<file path="src/rtl/pwm_width_meter.sv">
// Measures an incoming PWM waveform: high time and rising-edge-to-rising-edge period in clk cycles,
// with a sticky timeout flag for inputs stuck at 0% or 100% duty.
module pwm_width_meter #(
  parameter int unsigned WIDTH   = 32,
  parameter int unsigned TIMEOUT = 100000
) (
  input  logic             clk,
  input  logic             rst_n,
  input  logic             en,
  input  logic             pwm_in,
  output logic [WIDTH-1:0] width_out,
  output logic [WIDTH-1:0] period_out,
  output logic             valid,
  output logic             timeout,
  output logic             level
);

  typedef enum logic [1:0] {
    IDLE = 2'd0,
    ARM  = 2'd1,
    HIGH = 2'd2,
    LOW  = 2'd3
  } state_t;

  localparam logic [WIDTH-1:0] ZERO_C    = {WIDTH{1'b0}};
  localparam logic [WIDTH-1:0] ONE_C     = {{(WIDTH-1){1'b0}}, 1'b1};
  localparam logic [WIDTH-1:0] TIMEOUT_C = WIDTH'(TIMEOUT);

  logic             sync1_r, pwm_s_r, pwm_d_r;
  logic [1:0]       prime_r;
  logic             rise_s, fall_s;
  state_t           state_r, state_s;
  logic [WIDTH-1:0] cnt_hi_r, cnt_hi_s, cnt_per_r, cnt_per_s;
  logic [WIDTH-1:0] width_r, width_s, period_r, period_s;
  logic             valid_r, valid_s, timeout_r, timeout_s;

  assign rise_s = pwm_s_r & ~pwm_d_r;
  assign fall_s = ~pwm_s_r & pwm_d_r;

  // Two-flop synchronizer, edge-detect flop, and a fill marker so IDLE ignores the reset value of pwm_s.
  always_ff @(posedge clk or negedge rst_n) begin
    if (!rst_n) begin
      sync1_r <= 1'b0;
      pwm_s_r <= 1'b0;
      pwm_d_r <= 1'b0;
      prime_r <= 2'b00;
    end else begin
      sync1_r <= pwm_in;
      pwm_s_r <= sync1_r;
      pwm_d_r <= pwm_s_r;
      prime_r <= {prime_r[0], 1'b1};
    end
  end

  // Next-state, counter and report logic; a rise in LOW beats a simultaneous timeout.
  always_comb begin
    state_s   = state_r;
    cnt_hi_s  = cnt_hi_r;
    cnt_per_s = cnt_per_r;
    width_s   = width_r;
    period_s  = period_r;
    valid_s   = 1'b0;
    timeout_s = timeout_r;
    if (!en) begin
      state_s   = IDLE;
      cnt_hi_s  = ZERO_C;
      cnt_per_s = ZERO_C;
      timeout_s = 1'b0;
    end else begin
      case (state_r)
        IDLE: begin
          if (prime_r[1] && !pwm_s_r) begin
            state_s = ARM;
          end else begin
            state_s = IDLE;
          end
        end
        ARM: begin
          if (rise_s) begin
            cnt_hi_s  = ONE_C;
            cnt_per_s = ONE_C;
            state_s   = HIGH;
          end else begin
            state_s = ARM;
          end
        end
        HIGH: begin
          if (cnt_per_r == TIMEOUT_C) begin
            state_s   = IDLE;
            timeout_s = 1'b1;
          end else if (fall_s) begin
            cnt_per_s = cnt_per_r + ONE_C;
            state_s   = LOW;
          end else begin
            cnt_hi_s  = cnt_hi_r + ONE_C;
            cnt_per_s = cnt_per_r + ONE_C;
          end
        end
        LOW: begin
          if (rise_s) begin
            width_s   = cnt_hi_r;
            period_s  = cnt_per_r;
            valid_s   = 1'b1;
            timeout_s = 1'b0;
            cnt_hi_s  = ONE_C;
            cnt_per_s = ONE_C;
            state_s   = HIGH;
          end else if (cnt_per_r == TIMEOUT_C) begin
            state_s   = IDLE;
            timeout_s = 1'b1;
          end else begin
            cnt_per_s = cnt_per_r + ONE_C;
          end
        end
        default: begin
          state_s = IDLE;
        end
      endcase
    end
  end

  // State, counters and registered outputs.
  always_ff @(posedge clk or negedge rst_n) begin
    if (!rst_n) begin
      state_r   <= IDLE;
      cnt_hi_r  <= ZERO_C;
      cnt_per_r <= ZERO_C;
      width_r   <= ZERO_C;
      period_r  <= ZERO_C;
      valid_r   <= 1'b0;
      timeout_r <= 1'b0;
    end else begin
      state_r   <= state_s;
      cnt_hi_r  <= cnt_hi_s;
      cnt_per_r <= cnt_per_s;
      width_r   <= width_s;
      period_r  <= period_s;
      valid_r   <= valid_s;
      timeout_r <= timeout_s;
    end
  end

  assign width_out  = width_r;
  assign period_out = period_r;
  assign valid      = valid_r;
  assign timeout    = timeout_r;
  assign level      = pwm_s_r;

endmodule

</file>
<file path="config.mk">
export PLATFORM = sky130hd
export DESIGN_NAME = pwm_width_meter
export DESIGN_NICKNAME = d
export VERILOG_FILES = /design/src/rtl/pwm_width_meter.sv
export SDC_FILE = /design/constraint.sdc
export NUM_CORES = 1
export LEC_CHECK = 0
export ABC_AREA = 1
export BUFFER_PORTS_ARGS = -buffer_cell sky130_fd_sc_hd__buf_2
export CORE_MARGIN = 3
export CORE_UTILIZATION = 65
export CTS_BUF_LIST = sky130_fd_sc_hd__clkbuf_8
export DETAILED_ROUTE_END_ITERATION = 10
export GPL_ROUTABILITY_DRIVEN = 0
export HOLD_SLACK_MARGIN = 0.02
export PLACE_DENSITY = 0.9
export REMOVE_ABC_BUFFERS = 1
export SKIP_CTS_REPAIR_TIMING = 1
export SYNTH_ARGS = -nofsm -noshare
export SYNTH_HDL_FRONTEND = slang
export SYNTH_SLANG_ARGS = --single-unit
</file>
<file path="constraint.sdc">
create_clock -name clk -period 3.1 [get_ports clk]
set_clock_uncertainty 0.2 [all_clocks]
set_input_delay 0.155 -clock clk [delete_from_list [all_inputs] [get_ports clk]]
set_output_delay 0.155 -clock clk [all_outputs]
set_load 0.05 [all_outputs]
</file>
Word level (Yosys, flattened, before mapping)
Cells that the tools add are included.
- logic and storage cells: 62
- output and inout bits: 67
- register bits after elaboration: 137
- reductions and logical operators: 8
- equal/unequal tests: 13
- $add $sub $neg: 2
- multiplexer cells: 24
- bitwise operators: 4
- operators by type and width (kind ; count):
    $mux W32 ; 7
    $pmux W32 S3 ; 1
    $add A32 B1 Y32 const B ; 2
    $pmux W32 S2 ; 1
    $eq A32 B17 Y1 const B ; 1
    $mux W2 ; 6
    $ne A3 B3 Y1 const B ; 3
    $ne A4 B4 Y1 const B ; 2
    $pmux W2 S4 ; 1
    $mux W1 ; 7
    $ne A3 B2 Y1 const B ; 2
    $eq A2 B2 Y1 const B ; 2
    $ne A4 B1 Y1 const B ; 1
    $reduce_and A2 Y1 ; 2
    $reduce_and A4 Y1 ; 1
    $ne A3 B1 Y1 const B ; 1
    $reduce_and A3 Y1 ; 1
    $and A1 B1 Y1 ; 2
    $eq A2 B1 Y1 const B ; 1
    $logic_not A2 Y1 ; 1
    $not A1 Y1 ; 2
    $pmux W1 S2 ; 1
    $reduce_or A2 Y1 ; 1
    $logic_and A1 B1 Y1 ; 1
    $logic_not A1 Y1 ; 1

Depth between registers and ports, before layout
Gate-level depths: netlist of the first run.
- word-level depth: 6
- depth in mapped cells: 13
- gate-level depth less buffers: 12

Worst setup path before layout of the first run
Ideal clock, no wire load.
- kind: reg-to-reg
- start: reg pwm_s_r, in the netlist level
- end: reg period_r[12], in the netlist period_out[12]
- required time: 2770 ps
- slack: 1095 ps
- stages on the path, launching flop included: 10
- setup time: 130 ps
- path buffers: 2
- arrival: 1675 ps
- cell sequence: dfrtp_1 -> inv_1 -> nor2_2 -> nand2_2 -> nor2_4 -> inv_2 -> buf_2 -> buf_2 -> nand2_1 -> o21ai_0
- word-level cells in the longest chain between the ends: 2
- RTL lines (what ; RTL line ; RTL):
    start, declared ; 29 ; logic sync1_r, pwm_s_r, pwm_d_r;
    start signal, assigned ; 49 ; pwm_s_r <= sync1_r;
    $and A1 B1 Y1 ; 37 ; assign rise_s = pwm_s_r & ~pwm_d_r;
    $reduce_and A3 Y1 (no line) ; -- ;
    end signal, assigned ; 137 ; period_r <= period_s;
    end, declared ; 34 ; logic [WIDTH-1:0] width_r, width_s, period_r, period_s;
No other way between the ends.
A chain may end at the register's enable or synchronous reset.

Worst setup path after layout of the first run
- start: reg state_r[0]
- end: reg period_r[28], in the netlist period_out[28]
- word-level cells in the longest chain between the ends: 2
- RTL lines (what ; RTL line ; RTL):
    start, declared ; 32 ; state_t state_r, state_s;
    start signal, assigned ; 133 ; state_r <= state_s;
    $eq A2 B2 Y1 ; 70 ; case (state_r)
    $reduce_and A3 Y1 (no line) ; -- ;
No other way between the ends.

==> impl_metrics.json, run 1 <==
{
  "clock_latency_ns": 0.46,
  "area_growth_pct": 12.2,
  "final_hold_viol_count": 0,
  "wl_mm": 18.2,
  "via_per_inst": 5.53,
  "cp_max_fo": 63,
  "clock-root-buffer": "clkbuf_8",
  "grt_overflow_total": 0,
  "detail-route-antenna-nets": 0,
  "chipWidth_um": 113,
  "synthArstFlopShare": 1.00,
  "synthesis.area_um2": 7400,
  "timing.critical_path.slowest_cell_delay_ns": 0.61,
  "timing.critical_path.arrival_ns": 2.41,
  "drt_pre_antenna_iters": 8,
  "finish.net_count": 1129,
  "grt_max_degree": 76,
  "cts.clk_slew.worst_paths_ns": 0.07,
  "critical-path-slowest-cell": "inv_2",
  "tritoncts.num_buffers": 17,
  "number_of_i_o_port_buffers": 70,
  "synth_area_leader_cell": "dfrtp_1",
  "peakVddDrop_v": 0.000509,
  "core_region_area_um2": 11000,
  "power.leakage_nw": 4.08,
  "cts_max_level": 4,
  "synth-seq-area-share": 0.463,
  "worst_r2r_startpoint": "state_r[0]",
  "grt_pass1_wl_mm": 31.2,
  "cts.sink_count": 137,
  "num-fill-cells": 863,
  "placed_cells": 1240,
  "drt_first_iter_violations": 622,
  "floorplan.io_pins": 71,
  "grt_use_total": 0.301,
  "hold_path_class": "in2async",
  "count_of_antenna_diodes_in_the_layout": 0,
  "drc": 0,
  "reg_to_reg_slack_setup_ns": 0.81,
  "routedWlPerCell_um": 14.3,
  "fin_crit_ns": 2.29,
  "synth_top_cells_by_area": "dfrtp_1, nand2_1, nor2_1",
  "tns_ns": 0,
  "period_share": 0.737,
  "endpoint_kind": "flip-flop",
  "distinct_cells_synth": 35,
  "post_syn_instances": 1050,
  "tritoncts": "done",
  "most_numerous_cell_in_the_yosys_netlist": "nand2_1",
  "power_density_over_the_cells_nw_per_um2": 476,
  "post_route_cells_drive_above_1_share": 0.129,
  "regArea_um2": 3430,
  "fin_cells": 1275,
  "number_of_flops_mapped_to_enable_cells_by_yosys": 0,
  "critical_path.top_delay_family": "buffers and inverters",
  "rsz_0062_raised_after_global_routing": "false",
  "detailroute.via_count": 7052,
  "drv_cap": 0,
  "synth-warning-count": 0,
  "floorplan.initialDensity": 0.674,
  "ys_dominant_reg_cell": "dfrtp_1",
  "fin_ws_ns": 0.815,
  "pre_cts_ws_ns": 0.824,
  "cp-start-kind": "flip-flop",
  "grt_antenna_before_repair": 0,
  "final-setup-viol-count": 0,
  "mean_syn_cell_area_um2": 7.05,
  "crit_start": "state_r[0]",
  "slew-limit-headroom": 0.425,
  "timing.critical_path.buf_inv": 2,
  "synth.top_cells.by_count": "nand2_1, dfrtp_1, nor2_1, inv_1, o21ai_0",
  "maxSlewViolCount": 0,
  "row_count": 38,
  "fp.dieArea_um2": 12700,
  "worst_margin_slew_ns": 0.863,
  "clock_path_buffers": 2,
  "area_of_the_multi_input_gates_um2": 3420,
  "max_clock_freq_mhz": 438,
  "design_area_um2": 8310,
  "worstSetupPathType": "reg2reg",
  "die-height_um": 113,
  "first_global_vias": 6682,
  "detailedPlacementHpwl_mm": 13.0,
  "placed_area_um2": 7860,
  "outcome": "finished clean",
  "synth-seq-cells": 137,
  "yosys.area.top_type_share": 0.463,
  "worst_ep_required_time_ns": 3.23,
  "crit_chain": "nand2_2 > nor2_4 > inv_2 > buf_12 > o21ai_0"
}
-- state kept, by name, indices dropped and copies added, names as in the netlist --
signal,flops
cnt_hi_r,32
cnt_per_r,32
level,1
period_out,32
prime_r,2
pwm_d_r,1
state_r,2
sync1_r,1
timeout,1
valid,1
width_out,32
-- routing by layer --
layer / vias to the layer above / GRT usage / routed length [um]
li1: 3473 / - / -
met5: - / 0 / 0
met1: 3207 / 0.375 / 7220
met4: 0 / 0.134 / 640
met2: 309 / 0.506 / 9060
met3: 63 / 0.0647 / 1290
-- path summary, 6_finish.rpt --
kind | end | cells after the start
worst min-delay path | period_out[10] | 2
max in group asynchronous | period_out[28] | 3
worst max-delay path | period_out[28] | 5
worst max register to register | period_out[28] | 5
worst min register to register | level | 0
min in group clk | sync1_r | 2
-- cell type report --
cell class	instances	area share
Clock buffer	17	0.0282
Clock inverter	15	0.0221
Inverter	106	0.0479
Multi-Input combinational cell	778	0.412
Sequential cell	137	0.413
Tap cell	140	0.0211
Timing Repair Buffer	82	0.0562
-- report_power, final --
part / total [mW] / switching [mW] / internal, mW
clock network: 1.55 / 0.687 / 0.861
registers: 1.89 / 0.0631 / 1.82
logic: 0.518 / 0.393 / 0.125
-- cells by family after synthesis --
| logic type | share of synthesized area |
|---|---|
| flops | 0.463 |
| compound gates | 0.0904 |
| other cells | 0.000506 |
| simple gates | 0.363 |
| xor+xnor | 0.00355 |
| fa+ha+maj | 0.00507 |
| buf+inv | 0.0747 |
-- layout by cell type (no fill, tap or decap), drive strengths merged, types with 7 or more instances in the layout --
master and count:
nor3 16, nand2 382, a21oi 18, clkbuf 17
nand3 78, nor2 146, dfrtp 137, o21ai 92
buf 79, o22ai 10, inv 106, clkinv 7
nand4 15
-- per-stage QoR --
stage	hold WS [ns]	power, mW	util
2_1_floorplan	-0.341	2.21	-
3_3_place_gp	0.0131	2.40	0.716
3_5_place_dp	0.0170	2.42	0.716
4_1_cts	-0.476	3.96	0.754
5_1_grt	0.126	4.10	0.757
6_report	0.0840	3.95	0.757
No activity file was read; power rests on OpenSTA's default activity.
==> inputs of run 2 (changes only) <==
--- a/config.mk
+++ b/config.mk
@@ -8,12 +8,12 @@
 export ABC_AREA = 1
 export BUFFER_PORTS_ARGS = -buffer_cell sky130_fd_sc_hd__buf_2
 export CORE_MARGIN = 3
-export CORE_UTILIZATION = 65
+export CORE_UTILIZATION = 56
 export CTS_BUF_LIST = sky130_fd_sc_hd__clkbuf_8
 export DETAILED_ROUTE_END_ITERATION = 10
 export GPL_ROUTABILITY_DRIVEN = 0
 export HOLD_SLACK_MARGIN = 0.02
-export PLACE_DENSITY = 0.9
+export PLACE_DENSITY = 0.83
 export REMOVE_ABC_BUFFERS = 1
 export SKIP_CTS_REPAIR_TIMING = 1
 export SYNTH_ARGS = -nofsm -noshare
==> constraint.sdc (replaced) <==
create_clock -name clk -period 1.9 [get_ports clk]
set_clock_uncertainty 0.2 [all_clocks]
set_input_delay 0.095 -clock clk [delete_from_list [all_inputs] [get_ports clk]]
set_output_delay 0.095 -clock clk [all_outputs]
set_load 0.05 [all_outputs]
==> run 2 against run 1 <==
Compared with the run above:
- the run now ends with negative setup slack left
- clock power up 45%
- setup slack lost 0.92 ns
- die area rose by 15%
- global-route usage fell by 2.1 points
- critical path depth rose by 3
- non-clock buffer count is 105 higher
- via count is 13% higher
- sequential cell count unchanged
- cell area rose by 16%
==> impl_metrics.json, run 2 (synthesis results as in run 1) <==
{
  "wl_mm": 22.6,
  "final_common_cell": "nand2_1",
  "period_share": 1.06,
  "timing.critical_path.arrival_ns": 2.21,
  "floorplan.io_pins": 71,
  "number_of_i_o_port_buffers": 70,
  "drt_first_iter_violations": 1033,
  "grt_use_total": 0.279,
  "tritoncts.num_buffers": 17,
  "routed-wl-met3_mm": 1.95,
  "pre_cts_ws_ns": -0.295,
  "detail-route-antenna-nets": 0,
  "power.leakage_nw": 4.77,
  "final-setup-viol-count": 6,
  "cts.clk_slew.worst_paths_ns": 0.08,
  "clock-root-buffer": "clkbuf_8",
  "worstSetupPathType": "reg2reg",
  "sw_ratio": 0.319,
  "routed-wl-met2_mm": 11.0,
  "timing.critical_path.slowest_cell_delay_ns": 0.44,
  "crit_chain": "ha_4 > nand3_2 > inv_1 > nand2_1 > xor2_1 > nor3_1 > nand2_1 > nand2_1",
  "switching_power_mw": 2.17,
  "fp.dieArea_um2": 14600,
  "clock_path_buffers": 2,
  "fin_crit_ns": 2.00,
  "critical-path-top-cell-by-count": "nand2_1",
  "failing_checks": "negative setup slack",
  "detailroute.via_count": 7970,
  "p_int_mw": 4.63,
  "peakVddDrop_v": 0.000434,
  "placed_area_um2": 8580,
  "placed_cells": 1359,
  "chipWidth_um": 121,
  "drv_cap": 0,
  "drt_pre_antenna_iters": 6,
  "layout_common_cells": "nand2_1, dfrtp_1, nor2_1",
  "area_growth_pct": 30.3,
  "critical_path.top_delay_family": "simple AND/OR/NAND/NOR gates",
  "die-height_um": 121,
  "grt_pass1_wl_mm": 32.7,
  "endpoint_kind": "flip-flop",
  "outcome": "finished with violations",
  "cts.sink_count": 137,
  "row_count": 41,
  "power.share.clock": 0.331,
  "post_route_cells_drive_above_1_share": 0.277,
  "routed.top_layer": "met4",
  "maxSlewViolCount": 0,
  "routedWlPerCell_um": 16.0,
  "finalPower_mw": 6.80,
  "pwr-share-comb": 0.220,
  "core_region_area_um2": 12800,
  "drc": 0,
  "via_per_inst": 5.64,
  "hold_path.startpoint": "pwm_in",
  "routedLengthMet1_mm": 8.47,
  "clock_latency_ns": 0.47,
  "timing.critical_path.buf_inv": 1,
  "final_hold_viol_count": 0,
  "crit_start": "cnt_hi_r[1]",
  "floorplan.initialDensity": 0.580,
  "cts_max_level": 4,
  "rsz_0062_raised_after_global_routing": "true",
  "worst_r2r_startpoint": "cnt_hi_r[1]",
  "grt_max_degree": 125,
  "max_clock_freq_mhz": 499,
  "count_of_antenna_diodes_in_the_layout": 0,
  "design_area_um2": 9650,
  "finish.net_count": 1235,
  "tritoncts": "done",
  "detailedPlacementHpwl_mm": 14.1,
  "fin_cells": 1413,
  "power_density_over_the_cells_nw_per_um2": 705,
  "worst_ep_required_time_ns": 2.10,
  "cp_max_fo": 6,
  "num-fill-cells": 867,
  "critical-path-slowest-cell": "dfrtp_1",
  "cp-start-kind": "flip-flop",
  "tns_ns": -0.207,
  "grt_overflow_total": 0,
  "p_seq_frac": 0.449,
  "grt_antenna_before_repair": 0,
  "hold_path_class": "in2reg",
  "first_global_vias": 7195,
  "fin_ws_ns": -0.105
}
[run 2: cell count changes in the layout (fill, tap and decap cells not counted), sizes merged]
cell         previous run  this run
a21oi                  18        19
buf                    79       179
bufinv                  4         1
clkbuf                 17        23
clkinv                  7         8
clkinvlp                4         3
dlygate4sd3             3         4
inv                   106       107
[run 2: worst register-to-register path: stages (launching register included)]
cell and delay [ns]:
dfrtp_1 0.44, ha_4 0.20, nand3_2 0.16, inv_1 0.12, nand2_1 0.14, xor2_1 0.20, nor3_1 0.23, nand2_1 0.14
nand2_1 0.11
[run 2: final cells by class]
type / instances / area (um2) / share of cell area
Timing Repair Buffer: 187 / 1410 / 0.146
Inverter: 106 / 403 / 0.0418
Clock buffer: 19 / 262 / 0.0271
Clock inverter: 13 / 106 / 0.0110
Sequential cell: 137 / 3440 / 0.357
Multi-Input combinational cell: 779 / 3810 / 0.395
Tap cell: 172 / 215 / 0.0223
[run 2: path summary, 6_finish.rpt]
path / to / slack (ns) / cells after the start
max: cnt_hi_r[8] / -0.10 / 8
min: sync1_r / 0.07 / 2
max reg2reg: cnt_hi_r[8] / -0.10 / 8
min reg2reg: prime_r[1] / 0.15 / 0
max in group asynchronous: cnt_hi_r[19] / 0.41 / 4
min in group asynchronous: period_out[10] / 0.42 / 3
[run 2: layer usage]
metal,GRT usage,vias up
met5,0,-
met2,0.469,495
met4,0.135,0
li1,-,3702
met3,0.0578,133
met1,0.344,3640
[run 2: through the flow]
step / hold slack [ns] / util
floorplan: -0.401 / -
global placement: -0.178 / 0.672
detailed placement: -0.180 / 0.672
CTS: -0.684 / 0.701
global route: 0.0827 / 0.755
finish: 0.0706 / 0.755
[run 2: power groups by stage]
stage | logic, mW | registers [mW] | clock network, mW
floorplan | 0.456 | 3.15 | 0
global placement | 1.00 | 3.09 | 0
CTS | 1.04 | 3.03 | 2.27
finish | 1.50 | 3.05 | 2.25
detailed placement | 1.03 | 3.09 | 0
global route | 1.58 | 3.06 | 2.40
==> inputs of run 3 (changes only) <==
--- a/config.mk
+++ b/config.mk
@@ -14,6 +14,7 @@
 export GPL_ROUTABILITY_DRIVEN = 0
 export HOLD_SLACK_MARGIN = 0.02
 export PLACE_DENSITY = 0.83
+export RECOVER_POWER = 50
 export REMOVE_ABC_BUFFERS = 1
 export SKIP_CTS_REPAIR_TIMING = 1
 export SYNTH_ARGS = -nofsm -noshare
==> run 3 against run 2 <==
Compared with the run above:
- the run still ends with negative setup slack left
- clock power barely moved
- sequential share of layout area rose by 0.38 points
- first-iteration DRC count rose by 8.3%
- sequential cell count did not move
- register-to-register slack barely moved
- largest power group unchanged
- highest routed layer unchanged
==> impl_metrics.json, run 3 (synthesis results as in run 1) <==
{
  "outcome": "finished with violations",
  "failing_checks": "negative setup slack",
  "pwr-share-comb": 0.220,
  "fin_cells": 1413,
  "hold-path-endpoint": "sync1_r",
  "cp-start-kind": "flip-flop",
  "sw_ratio": 0.320,
  "routedLengthMet1_mm": 8.74,
  "endpoint_kind": "flip-flop",
  "p_seq_frac": 0.449,
  "final-setup-viol-count": 6,
  "design_area_um2": 9550,
  "maxSlewViolCount": 0,
  "placed_cells": 1359,
  "grt_overflow_total": 0,
  "cp_max_fo": 6,
  "fin_crit_ns": 1.99,
  "drv_cap": 0,
  "worstSetupPathType": "reg2reg",
  "final_hold_viol_count": 0,
  "routedWlPerCell_um": 16.1,
  "wl_mm": 22.8,
  "hold_path_class": "in2reg",
  "grt_use_total": 0.279,
  "area_growth_pct": 28.9,
  "layout_common_cells": "nand2_1, dfrtp_1, nor2_1",
  "period_share": 1.05,
  "reg_to_reg_slack_setup_ns": -0.09,
  "grt_max_degree": 125,
  "peakVddDrop_v": 0.000434,
  "clock_path_buffers": 2,
  "slew-limit-headroom": 0.592,
  "row_count": 41,
  "floorplan.initialDensity": 0.580,
  "worst_r2r_startpoint": "cnt_hi_r[1]",
  "drc": 0,
  "switching_power_mw": 2.17,
  "routed-wl-met3_mm": 1.79,
  "routed-wl-met2_mm": 11.0,
  "hold_path.startpoint": "pwm_in",
  "clock-root-buffer": "clkbuf_8",
  "tritoncts.num_buffers": 17,
  "timing.critical_path.arrival_ns": 2.19,
  "max_clock_freq_mhz": 502,
  "finish.net_count": 1235,
  "fp.dieArea_um2": 14600,
  "grt_pass1_wl_mm": 32.7,
  "placed_area_um2": 8580,
  "via_per_inst": 5.66,
  "count_of_antenna_diodes_in_the_layout": 0,
  "core_region_area_um2": 12800,
  "floorplan.io_pins": 71,
  "rsz_0062_raised_after_global_routing": "true",
  "power_density_over_the_cells_nw_per_um2": 712,
  "cts_max_level": 4,
  "detailroute.via_count": 7992,
  "tritoncts": "done",
  "cts.sink_count": 137,
  "r2r_cells": 8,
  "drt_first_iter_violations": 1119,
  "power.leakage_nw": 4.47,
  "drt_pre_antenna_iters": 8,
  "die-height_um": 121,
  "detailedPlacementHpwl_mm": 14.1,
  "routed.top_layer": "met4",
  "final_common_cell": "nand2_1",
  "detail-route-antenna-nets": 0,
  "power.share.clock": 0.331,
  "cts.clk_slew.worst_paths_ns": 0.08,
  "worst_hold_path.num_cells": 2,
  "tns_ns": -0.189,
  "first_global_vias": 7195,
  "worst_margin_slew_ns": 0.614,
  "finalPower_mw": 6.80,
  "clock_latency_ns": 0.47,
  "post_route_cells_drive_above_1_share": 0.222,
  "worst_ep_required_time_ns": 2.10,
  "p_int_mw": 4.62,
  "chipWidth_um": 121,
  "grt_antenna_before_repair": 0,
  "fin_worst_hold_slack_ns": 0.0743,
  "fin_ws_ns": -0.0910,
  "worstReg2RegEnd": "cnt_hi_r[8]",
  "number_of_i_o_port_buffers": 70
}
-- run 3: cell types whose count changed in the layout (fill, tap and decap cells not counted), sizes merged --
| cell | change |
|---|---|
| buf | -69 |
| clkbuf | +69 |
-- run 3: cell type report --
class / instances / area [um2]
flip-flops and latches: 137 / 3440
well taps: 172 / 215
multi-input cells: 779 / 3810
inverters: 106 / 403
repair buffers: 187 / 1310
fillers: 913 / 3230
clock inverters: 13 / 106
clock buffers: 19 / 262
-- run 3: per-stage QoR --
step	setup slack [ns]	utilization
floorplan	-0.424	-
global placement	-0.159	0.672
detailed placement	-0.295	0.672
CTS	-0.326	0.701
global route	-0.184	0.747
finish	-0.0910	0.747
-- run 3: worst max path at each step --
| stage | slack, ns | to | startpoint |
|---|---|---|---|
| 6_report | -0.09 | cnt_hi_r[8] | cnt_hi_r[1] |
| 5_1_grt | -0.18 | cnt_hi_r[8] | cnt_hi_r[1] |
| 4_1_cts | -0.33 | cnt_hi_r[27] | cnt_per_r[0] |
| 3_5_place_dp | -0.30 | cnt_hi_r[27] | cnt_per_r[0] |
| 3_3_place_gp | -0.16 | cnt_hi_r[29] | cnt_per_r[0] |
| 2_1_floorplan | -0.42 | period_out[0] | level |
-- run 3: worst max-delay path, cell delays in order, from the launching register on --
cell and delay (ns):
dfrtp_1 0.44, ha_4 0.20, nand3_2 0.15, inv_1 0.11, nand2_1 0.13, xor2_1 0.20
nor3_1 0.23, nand2_1 0.14, nand2_1 0.11
-- run 3: power groups by stage --
stage                     clock network, mW  registers [mW]  logic (mW)
final                                  2.25            3.05        1.49
after global routing                   2.40            3.06        1.57
after CTS                              2.27            3.03        1.04
after detailed placement                  0            3.09        1.03
after global placement                    0            3.09        1.00
after floorplan                           0            3.15       0.456
-- run 3: metal layers --
| layer | up-vias | track usage |
|---|---|---|
| met5 | - | 0 |
| met4 | 0 | 0.135 |
| met3 | 136 | 0.0578 |
| met2 | 479 | 0.469 |
| met1 | 3681 | 0.344 |
| li1 | 3696 | - |
